==> src/rtl/dmem_arb.sv <==
// dmem_arb: shares the single-port data memory between the MA stage (P)
// and the debug/loader port (D), with a starvation bound and a debug lock.
module dmem_arb #(
   parameter int ADDR_W     = 10,
   parameter int DATA_W     = 24,
   parameter int STARVE_MAX = 4
) (
   input  logic              iw_clk,
   input  logic              iw_rst,
   input  logic              iw_p_req,
   input  logic              iw_p_we,
   input  logic [ADDR_W-1:0] iw_p_addr,
   input  logic [DATA_W-1:0] iw_p_wdata,
   output logic              ow_p_gnt,
   output logic              ow_p_stall,
   output logic              ow_p_rvalid,
   output logic [DATA_W-1:0] ow_p_rdata,
   input  logic              iw_d_req,
   input  logic              iw_d_we,
   input  logic [ADDR_W-1:0] iw_d_addr,
   input  logic [DATA_W-1:0] iw_d_wdata,
   input  logic              iw_d_lock,
   output logic              ow_d_gnt,
   output logic              ow_d_rvalid,
   output logic [DATA_W-1:0] ow_d_rdata,
   output logic              ow_locked,
   output logic              ow_mem_en,
   output logic              ow_mem_we,
   output logic [ADDR_W-1:0] ow_mem_addr,
   output logic [DATA_W-1:0] ow_mem_wdata,
   input  logic [DATA_W-1:0] iw_mem_rdata
);

   localparam logic [3:0] SMAX = 4'(STARVE_MAX);

   typedef enum logic {NORMAL, LOCK} state_t;

   state_t            state;
   logic [3:0]        starve;
   logic              own_p;
   logic              own_d;
   logic [DATA_W-1:0] p_hold;
   logic [DATA_W-1:0] d_hold;
   logic              p_win;
   logic              d_win;

   // Grants are forced low while reset is held.
   always_comb begin
      p_win = 1'b0;
      d_win = 1'b0;
      if (!iw_rst) begin
         if (state == LOCK) begin
            d_win = iw_d_req;
         end else begin
            d_win = iw_d_req && (!iw_p_req || starve == SMAX);
            p_win = iw_p_req && !d_win;
         end
      end
   end

   assign ow_p_gnt     = p_win;
   assign ow_d_gnt     = d_win;
   assign ow_p_stall   = iw_p_req && !p_win;
   assign ow_locked    = (state == LOCK);
   assign ow_mem_en    = p_win || d_win;
   assign ow_mem_we    = d_win ? iw_d_we : (p_win && iw_p_we);
   assign ow_mem_addr  = d_win ? iw_d_addr : iw_p_addr;
   assign ow_mem_wdata = d_win ? iw_d_wdata : iw_p_wdata;

   assign ow_p_rvalid = own_p;
   assign ow_d_rvalid = own_d;
   assign ow_p_rdata  = own_p ? iw_mem_rdata : p_hold;
   assign ow_d_rdata  = own_d ? iw_mem_rdata : d_hold;

   always_ff @(posedge iw_clk or posedge iw_rst) begin
      if (iw_rst) begin
         state  <= NORMAL;
         starve <= '0;
         own_p  <= 1'b0;
         own_d  <= 1'b0;
         p_hold <= '0;
         d_hold <= '0;
      end else begin
         state <= iw_d_lock ? LOCK : NORMAL;
         if (d_win || !iw_d_req)
            starve <= '0;
         else if (starve != SMAX)
            starve <= starve + 4'd1;
         own_p <= p_win && !iw_p_we;
         own_d <= d_win && !iw_d_we;
         // Returned data is latched so the output holds between reads.
         if (own_p)
            p_hold <= iw_mem_rdata;
         if (own_d)
            d_hold <= iw_mem_rdata;
      end
   end

endmodule

==> config.mk <==
export PLATFORM = sky130hd
export DESIGN_NAME = dmem_arb
export DESIGN_NICKNAME = d
export VERILOG_FILES = /design/src/rtl/dmem_arb.sv
export SDC_FILE = /design/constraint.sdc
export NUM_CORES = 1
export LEC_CHECK = 0
export CAP_MARGIN = 20
export CORE_ASPECT_RATIO = 2
export CORE_MARGIN = 5
export CORE_UTILIZATION = 30
export DETAILED_ROUTE_END_ITERATION = 12
export PLACE_DENSITY_LB_ADDON = 0.25
export SETUP_SLACK_MARGIN = 0.02
export SLEW_MARGIN = 30
export SYNTH_ARGS = -nofsm -noshare
export SYNTH_HDL_FRONTEND = slang
export SYNTH_SLANG_ARGS = --single-unit
==> constraint.sdc <==
create_clock -name iw_clk -period 4.3 [get_ports iw_clk]
set_clock_uncertainty 0.2 [all_clocks]
set_input_delay 0.86 -clock iw_clk [delete_from_list [all_inputs] [get_ports iw_clk]]
set_output_delay 0.86 -clock iw_clk [all_outputs]
set_load 0.01 [all_outputs]
==> results_dict.tcl <==
set metrics [dict create \
    synth_nets 282 \
    critPathRequiredTime_ns 3.24 \
    die_h_um 145 \
    hold_viol_final 0 \
    cellPowerDensity_mw_per_mm2 365 \
    vias 2206 \
    start_kind "primary input" \
    die_area_sq_mm 0.0112 \
    final_common_cell "clkdlybuf4s50_1" \
    grt_pass1_vias 2418 \
    slew_headroom_pct 53.4 \
    synth_cell_types 24 \
    p_leak_nw 2.09 \
    ctsLongestPathBuffers 2 \
    finalMaxSlewViolations 0 \
    final_cell_mix "clkdlybuf4s50_1 (188), dfrtp_1 (55), mux2_2 (54)" \
    netlist_top_cells_area "dfrtp_1 (51%), mux2_2 (22%), mux2_4 (15%)" \
    diodes 0 \
    tns_ns 0 \
    slowest_delay_ns 0.48 \
    hpwlAfterDp_mm 7.09 \
    synth_top_cell_by_area "dfrtp_1" \
    clock-root-buffer "clkbuf_16" \
    fmax_ghz 0.247 \
    period_share_pct 94.1 \
    cts_buffers 5 \
    status "completed" \
    ys_seq_elements 55 \
    io_buffers 188 \
    drt_wl_total_mm 8.75 \
    hold_buffers 0 \
    cp_slowest_cell "clkdlybuf4s50_1" \
    antenna_found_initial 0 \
    endpoint_kind "output port" \
    hold_class "reg -> reg" \
    netlist_area_sq_mm 0.00271 \
    rsz0062_at_grt "no" \
    synth_cells 181 \
    holdPathStages 1 \
    viasPerCell 4.66 \
    fillerInstances 798 \
    crit_fanout 27 \
    die_w_um 77.3 \
    syn2layout_area_growth_pct 79.3 \
    crit_type "in -> out" \
    drt-pass1-iter-count 4 \
    setup_viol 0 \
    cts.sinks 55 \
    drtIter0Drc 28 \
    start_util_pct 30.3 \
    grt_pass1_wl_mm 13.6 \
    timing.max_cap.violations 0 \
    rows 49 \
    ff2ff_path_depth 5 \
    clk_latency_ns 0.28 \
    overflow 0 \
    yosys_warnings 0 \
    period_needed_ns 4.04 \
    path_clk_slew_ns 0.06 \
    cts_resized 0 \
    nNetsFinal 471 \
    grt_max_degree 56 \
    ioPinCount 189 \
    drc_errors 0 \
    antenna_left 0 \
    cts_setup_buffers 0 \
    core-area_sq_mm 0.00895 \
    track_usage_pct 15.7 \
    cp_cell_sequence "clkdlybuf4s50_1 -> or2b_4 -> o211ai_4 -> buf_12 -> mux2_2 -> clkdlybuf4s50_1" \
    synth_top_cell_area_share_pct 50.7 \
    vdd_ir_drop_max_mv 0.435 \
    cts_tree "yes" \
    crit_top_cell "clkdlybuf4s50_1" \
    yosysSeqAreaShare_pct 50.7 \
    worstPathArrival_ns 2.98 \
    tightest_slew_ns 0.698 \
    power_w 0.00178 \
    drive_gt1_share_pct 27.0 \
    synth.avg_cell_area_sq_um 15.0 \
    htreeDepth 2 \
    routabilityCongestion 0.702 \
    wl_per_cell_um 18.5 \
]
-- per-layer routing --
layer  part of all wire (%)  track usage (%)
met1                     36             17.3
met2                     50             27.1
met3                     13             7.04
met4                    1.2             4.35
met5                      0                0
-- area by class of cell --
type / count / area [sq um] / area share (%)
clock buffer: 6 / 139 / 2.85
clock inverter: 2 / 35.0 / 0.720
inverter: 6 / 22.5 / 0.463
multi-input combinational: 109 / 1230 / 25.3
sequential: 55 / 1380 / 28.3
tap: 102 / 128 / 2.62
timing repair buffer: 193 / 1930 / 39.7
-- power breakdown --
| group | internal (W) | switching [W] |
|---|---|---|
| registers | 0.000621 | 0.0000284 |
| clock network | 0.000290 | 0.000174 |
| logic | 0.000423 | 0.000240 |
| total | 0.00133 | 0.000442 |
-- metrics by stage --
| step | util [%] | setup WS (ns) | instance area (sq um) | instances | hold WS, ns |
|---|---|---|---|---|---|
| after floorplan | - | 0.255 | 2710 | 181 | 0.305 |
| final | 54.3 | 0.255 | 4860 | 473 | 0.297 |
| after global routing | 54.3 | 0.163 | 4860 | 473 | 0.310 |
| after detailed placement | 52.4 | 0.237 | 4690 | 465 | 0.284 |
| after CTS | 54.3 | 0.233 | 4860 | 473 | 0.300 |
| after global placement | 52.4 | 0.269 | 4690 | 465 | 0.280 |
-- final timing paths --
path	slack, ns	start	end
worst max register to register	2.47	starve[0]$_DFFE_PP0P_	ow_p_rvalid$_DFF_PP0_
worst max-delay path	0.26	iw_p_req	ow_mem_addr[2]
worst min register to register	0.30	p_hold[1]$_DFF_PP0_	p_hold[1]$_DFF_PP0_
min in group asynchronous	1.10	iw_rst	p_hold[13]$_DFF_PP0_
max in group asynchronous	2.34	iw_rst	p_hold[22]$_DFF_PP0_
worst min-delay path	0.30	p_hold[1]$_DFF_PP0_	p_hold[1]$_DFF_PP0_
-- registers in the layout, indices dropped and copies added, names as in the netlist --
name / count
starve: 4
d_hold: 24
ow_p_rvalid: 1
p_hold: 24
ow_d_rvalid: 1
ow_locked: 1
-- worst max-delay path: cells and delay by family --
kind	cells	cell delay, ns
buffers and inverters	3	1.20
muxes	1	0.36
and+or+nand+nor	1	0.30
AOI/OAI and AO/OA	1	0.25
-- cells by family after synthesis --
group                    share of synthesized area [%]
adder cells (fa/ha/maj)                          0.922
flip-flops                                        50.7
AO/OA/AOI/OAI                                     2.72
buffers and inverters                             3.87
multiplexers                                      38.6
AND/OR/NAND/NOR                                   2.49
XOR/XNOR                                         0.646
-- synth_stat cells --
cell and n:
nor2b_1 1, inv_1 6, or2b_4 1, dfrtp_1 55, a211oi_1 2, nand3_1 1
o31a_2 1, a211o_2 1, a21oi_1 2, ha_1 2, clkbuf_1 7, o211ai_1 1
and2_1 1, mux2_4 28, xnor2_1 1, nand2_1 1, mux2_2 54, buf_6 1
buf_8 3, xor2_1 1, and3b_1 1, o211ai_4 1, mux2i_1 2, nor2_1 7
Note: power is estimated with default switching activity, not from simulation.
